$ cat src/rtl/matrix_load_ctrl_pkg.sv
// ============================================================================
//  matrix_load_ctrl_pkg
//  Shared types and defaults for the matrix datapath blocks.
//  Rev 1.0
// ============================================================================
`default_nettype none

package matrix_load_ctrl_pkg;

    localparam int c_default_size_a = 8;
    localparam int c_default_size_b = 8;
    localparam int c_default_width  = 22;

    typedef logic signed [c_default_width-1:0] mat_word_t;

    typedef enum logic [1:0] {
        IDLE = 2'd0,
        LOAD = 2'd1,
        DONE = 2'd2
    } load_state_t;

    // Index width for a dimension of n entries; a 1-entry dimension still needs one bit.
    function automatic int idx_width(input int n);
        return (n > 1) ? $clog2(n) : 1;
    endfunction

endpackage

`default_nettype wire

$ cat src/rtl/matrix_load_ctrl_rc_counter.sv
// ============================================================================
//  rc_counter
//  Row-major row/column index counter with wrap and terminal-count flag.
//  Rev 1.0
// ============================================================================
`default_nettype none

module rc_counter
    import matrix_load_ctrl_pkg::*;
#(
    parameter int SIZE_A = c_default_size_a,
    parameter int SIZE_B = c_default_size_b,
    parameter int ROW_W  = idx_width(SIZE_A),
    parameter int COL_W  = idx_width(SIZE_B)
) (
    input  logic             clk,
    input  logic             rst_n,
    input  logic             i_clr,
    input  logic             i_inc,
    output logic [ROW_W-1:0] o_row,
    output logic [COL_W-1:0] o_col,
    output logic             o_last
);

    localparam logic [ROW_W-1:0] c_row_max = ROW_W'(SIZE_A - 1);
    localparam logic [COL_W-1:0] c_col_max = COL_W'(SIZE_B - 1);

    logic [ROW_W-1:0] r_row;
    logic [COL_W-1:0] r_col;

    always_ff @(posedge clk or negedge rst_n) begin
        if (!rst_n) begin
            r_row <= '0;
            r_col <= '0;
        end else if (i_clr) begin
            r_row <= '0;
            r_col <= '0;
        end else if (i_inc) begin
            if (r_col == c_col_max) begin
                r_col <= '0;
                // Wrapping the row after the final element keeps both indices in range.
                r_row <= (r_row == c_row_max) ? '0 : r_row + ROW_W'(1);
            end else begin
                r_col <= r_col + COL_W'(1);
            end
        end
    end

    assign o_row  = r_row;
    assign o_col  = r_col;
    assign o_last = (r_row == c_row_max) && (r_col == c_col_max);

endmodule

`default_nettype wire

$ cat src/rtl/matrix_load_ctrl.sv
// ============================================================================
//  matrix_load_ctrl
//  Loads a signed SIZE_A x SIZE_B matrix row-major from a valid/ready stream.
//  Rev 1.0
// ============================================================================
`default_nettype none

module matrix_load_ctrl
    import matrix_load_ctrl_pkg::*;
#(
    parameter int SIZE_A = c_default_size_a,
    parameter int SIZE_B = c_default_size_b,
    parameter int WIDTH  = c_default_width
) (
    input  logic                    clk,
    input  logic                    rst_n,
    input  logic                    start,
    input  logic signed [WIDTH-1:0] in_data,
    input  logic                    in_valid,
    output logic                    in_ready,
    output logic signed [WIDTH-1:0] out_matrix [SIZE_A][SIZE_B],
    output logic                    busy,
    output logic                    done,
    output logic                    matrix_valid,
    output logic                    start_err
);

    localparam int c_row_w = idx_width(SIZE_A);
    localparam int c_col_w = idx_width(SIZE_B);

    load_state_t        r_state;
    logic               r_busy;
    logic               r_done;
    logic               r_matrix_valid;
    logic               r_start_err;

    logic               w_xfer;
    logic               w_clr;
    logic               w_last;
    logic [c_row_w-1:0] w_row;
    logic [c_col_w-1:0] w_col;

    assign in_ready = (r_state == LOAD);
    assign w_xfer   = in_valid && in_ready;
    assign w_clr    = (r_state == IDLE) && start;

    rc_counter #(
        .SIZE_A (SIZE_A),
        .SIZE_B (SIZE_B),
        .ROW_W  (c_row_w),
        .COL_W  (c_col_w)
    ) u_rc_counter (
        .clk    (clk),
        .rst_n  (rst_n),
        .i_clr  (w_clr),
        .i_inc  (w_xfer),
        .o_row  (w_row),
        .o_col  (w_col),
        .o_last (w_last)
    );

    always_ff @(posedge clk or negedge rst_n) begin
        if (!rst_n) begin
            r_state        <= IDLE;
            r_busy         <= 1'b0;
            r_done         <= 1'b0;
            r_matrix_valid <= 1'b0;
            r_start_err    <= 1'b0;
        end else begin
            r_done      <= 1'b0;
            r_start_err <= 1'b0;
            case (r_state)
                IDLE: begin
                    if (start) begin
                        r_state        <= LOAD;
                        r_busy         <= 1'b1;
                        r_matrix_valid <= 1'b0;
                    end
                end
                LOAD: begin
                    if (start) begin
                        r_start_err <= 1'b1;
                    end
                    if (w_xfer && w_last) begin
                        r_state <= DONE;
                        r_done  <= 1'b1;
                    end
                end
                DONE: begin
                    // A start landing here is still treated as busy.
                    if (start) begin
                        r_start_err <= 1'b1;
                    end
                    r_state        <= IDLE;
                    r_busy         <= 1'b0;
                    r_matrix_valid <= 1'b1;
                end
                default: begin
                    r_state <= IDLE;
                    r_busy  <= 1'b0;
                end
            endcase
        end
    end

    assign busy         = r_busy;
    assign done         = r_done;
    assign matrix_valid = r_matrix_valid;
    assign start_err    = r_start_err;

    // Storage keeps its contents across loads until each element is overwritten.
    for (genvar gr = 0; gr < SIZE_A; gr++) begin : g_row
        for (genvar gc = 0; gc < SIZE_B; gc++) begin : g_col
            always_ff @(posedge clk or negedge rst_n) begin
                if (!rst_n) begin
                    out_matrix[gr][gc] <= '0;
                end else if (w_xfer && (w_row == c_row_w'(gr)) && (w_col == c_col_w'(gc))) begin
                    out_matrix[gr][gc] <= in_data;
                end
            end
        end
    end

endmodule

`default_nettype wire

$ cat config.mk
export PLATFORM = sky130hd
export DESIGN_NAME = matrix_load_ctrl
export DESIGN_NICKNAME = d
export VERILOG_FILES = /design/src/rtl/matrix_load_ctrl_pkg.sv /design/src/rtl/matrix_load_ctrl_rc_counter.sv /design/src/rtl/matrix_load_ctrl.sv
export SDC_FILE = /design/constraint.sdc
export NUM_CORES = 1
export LEC_CHECK = 0
export ABC_AREA = 1
export CORE_AREA = 2 2 569 571
export CTS_CLUSTER_SIZE = 16
export DETAILED_ROUTE_END_ITERATION = 8
export DIE_AREA = 0 0 571 573
export PLACE_DENSITY = 0.44
export SYNTH_ARGS = -nofsm -noshare
export SYNTH_HDL_FRONTEND = slang
export SYNTH_SLANG_ARGS = --single-unit
$ cat constraint.sdc
create_clock -name clk -period 2.6 [get_ports clk]
set_clock_uncertainty 0.2 [all_clocks]
set_input_delay 0.52 -clock clk [delete_from_list [all_inputs] [get_ports clk]]
set_output_delay 0.52 -clock clk [all_outputs]
set_load 0.005 [all_outputs]
==> out/qor.yml <==
status:
  status: "finished, final reports clean"
cells_and_area:
  fillers: 34128
  stdcell_count: 11306
  final_common_cell: "nand2_1"
  syn_to_final_growth_pct: 52.4
  final_layout_size_suffix_gt1_frac: 0.0985
  final_core_util: 0.252
  layout_common_cells: "nand2_1 (1957), dfrtp_1 (1412), clkdlybuf4s50_1 (1329)"
  finalNetCount: 6894
timing:
  setup_viol: 0
  hold_viol: 0
  finalWorstSetupSlack_ns: 0.0836
  drv_slew: 0
  max_freq_mhz: 397
  slew_headroom: 0.402
  period_minus_slack_ns: 2.52
  worst_pin_slew_ns: 0.897
  finalHoldWorstSlack_ns: 0.0560
  post-route-period-util: 0.968
power:
  leakagePower_nw: 37.1
  ir_drop_mv: 0.600
  powerDensity_nw_per_um2: 759
placed_design:
  routabilityCongestion: 0.788
  dp.cells: 10972
  dpl_worst_slack_ns: -0.0493
  port_buffers: 1438
  dp_hpwl_um: 194000
clock_tree:
  cts_buffers: 170
  cts_root_buf: "clkbuf_16"
  worstSkewPairLatency_ns: 0.83
  h-tree-depth: 4
  tritoncts: "built"
  cts.clk_slew.worst_paths_ns: 0.06
  clock_path_buffers: 4
  cts_sinks: 1420
grt:
  antenna_found_initial: 32
  overflow: 0
  grtUsageTotal: 0.165
  grt_pass1_vias: 44930
  grt_pass1_wl_um: 383000
  grt_max_degree: 110
die:
  rows: 208
  coreArea_um2: 320000
  die_width_um: 571
  fp.dieH_um: 573
  dieArea_um2: 327000
  pin_count: 1439
  start_util: 0.165
critical_path:
  worstPathRequired_ns: 1.88
  path_class: "register to primary output"
  cpPeakStageDelay_ns: 0.62
  crit_family: "buffers and inverters"
  cp_data_arrival_time_ns: 1.80
  slowest_stage: "clkdlybuf4s50_1"
  cp_max_fo: 2
  cp_num_buf_inv: 1
  endpoint_kind: "primary output"
  crit_chain: "clkdlybuf4s50_1"
  critPathLaunchType: "register"
routing:
  ant_nets: 0
  avgViaCountPerCell: 4.02
  wire_per_inst_um: 24.8
  dr.pass1.iters: 7
  vias: 45461
  drc: 0
  drt-total-wl_um: 280000
  drt_iter0_markers: 3863
yosys:
  syn_inst: 5427
  synthTopCellsByArea: "dfrtp_1 (67%), nand2_1 (14%), o21ai_0 (7.9%)"
  yosysTopAreaCellShare: 0.672
  synth_area_um2: 52900
  ys_seq_elements: 1420
  ys_warn_count: 0
  yosysUniqueCellTypes: 21
  synth_top_area_cell: "dfrtp_1"
  syn_avg_cell_area_um2: 9.75
  synth_fp_nets: 5468
  yosysSeqAreaShare: 0.672
job:
  max_cap_violations: 0
hold_path:
  hold_class: "input port to asynchronous set/reset pin"
through the flow:
stage / power [mW] / TNS [ns] / instance area, µm²
2_1_floorplan: 28.4 / 0 / 52900
3_3_place_gp: 36.4 / -0.597 / 74600
3_5_place_dp: 36.5 / -0.624 / 74600
4_1_cts: 62.1 / 0 / 80500
5_1_grt: 63.8 / -0.000461 / 80600
6_report: 61.2 / 0 / 80600
cells in the mapped netlist:
library cell	number
buf_6	1
dfrtp_1	1420
nor2_1	29
o21bai_1	1
nor2_2	1
o21ai_0	833
nand2_2	39
nand2_1	1960
nand4_1	4
o21ai_1	32
a21oi_1	24
nor2_8	5
inv_1	44
a21boi_0	1
nand3_1	530
clkbuf_1	321
buf_4	2
buf_1	7
ha_1	15
a22o_1	1
buf_2	157
path summary, 6_finish.rpt:
check | start | cells after the start | endpoint | slack [ns]
max | out_matrix[865]$_DFFE_PN0P_ | 1 | out_matrix[865] | 0.08
min | rst_n | 2 | out_matrix[469]$_DFFE_PN0P_ | 0.06
max reg2reg | r_state[1]$_DFFE_PN0P_ | 10 | out_matrix[1318]$_DFFE_PN0P_ | 0.31
min reg2reg | out_matrix[1089]$_DFFE_PN0P_ | 2 | out_matrix[1089]$_DFFE_PN0P_ | 0.27
max in group asynchronous | rst_n | 3 | out_matrix[1341]$_DFFE_PN0P_ | 0.99
min in group clk | in_data[12] | 4 | out_matrix[980]$_DFFE_PN0P_ | 0.08
per-layer routing:
| layer | GRT usage | vias up | wire length, µm |
|---|---|---|---|
| li1 | - | 20401 | - |
| met1 | 0.204 | 22694 | 114000 |
| met2 | 0.275 | 1982 | 132000 |
| met3 | 0.0486 | 384 | 24800 |
| met4 | 0.0526 | 0 | 9140 |
| met5 | 0 | - | 0 |
cell type report:
type / count / area, µm² / area share
flip-flops and latches: 1420 / 35500 / 0.441
repair buffers: 1742 / 18300 / 0.227
multi-input cells: 3475 / 15200 / 0.189
well taps: 4305 / 5390 / 0.0668
clock buffers: 239 / 4970 / 0.0616
clock inverters: 67 / 945 / 0.0117
inverters: 44 / 186 / 0.00231
diodes: 14 / 35.0 / 0.000435
cells by family after synthesis:
kind of cell,count (synthesis),synth area share
buffers and inverters,532,0.0417
AOI/OAI and AO/OA,892,0.0846
DFF,1420,0.672
and+or+nand+nor,2568,0.198
adders and majority gates,15,0.00355
registers in the layout, summed over array words and instances (netlist names):
signal,count
busy,1
done,1
matrix_valid,1
out_matrix,1408
r_state,2
start_err,1
u_rc_counter.o_col,3
u_rc_counter.o_row,3
timing repair:
item | 4_1_cts | 5_1_grt
endpoints found under the hold margin | 807 | 0
resized for setup | 91 | 8
endpoints found under the setup margin | 86 | 9
pin swaps | 0 | 0
hold buffers | 10 | 0
buffers inserted | 3 | 1
power breakdown:
group	internal, mW	switching, mW
Clock	15.0	10.3
Sequential	23.9	1.46
Combinational	4.56	5.88
No activity file was read; power rests on OpenSTA's default activity.
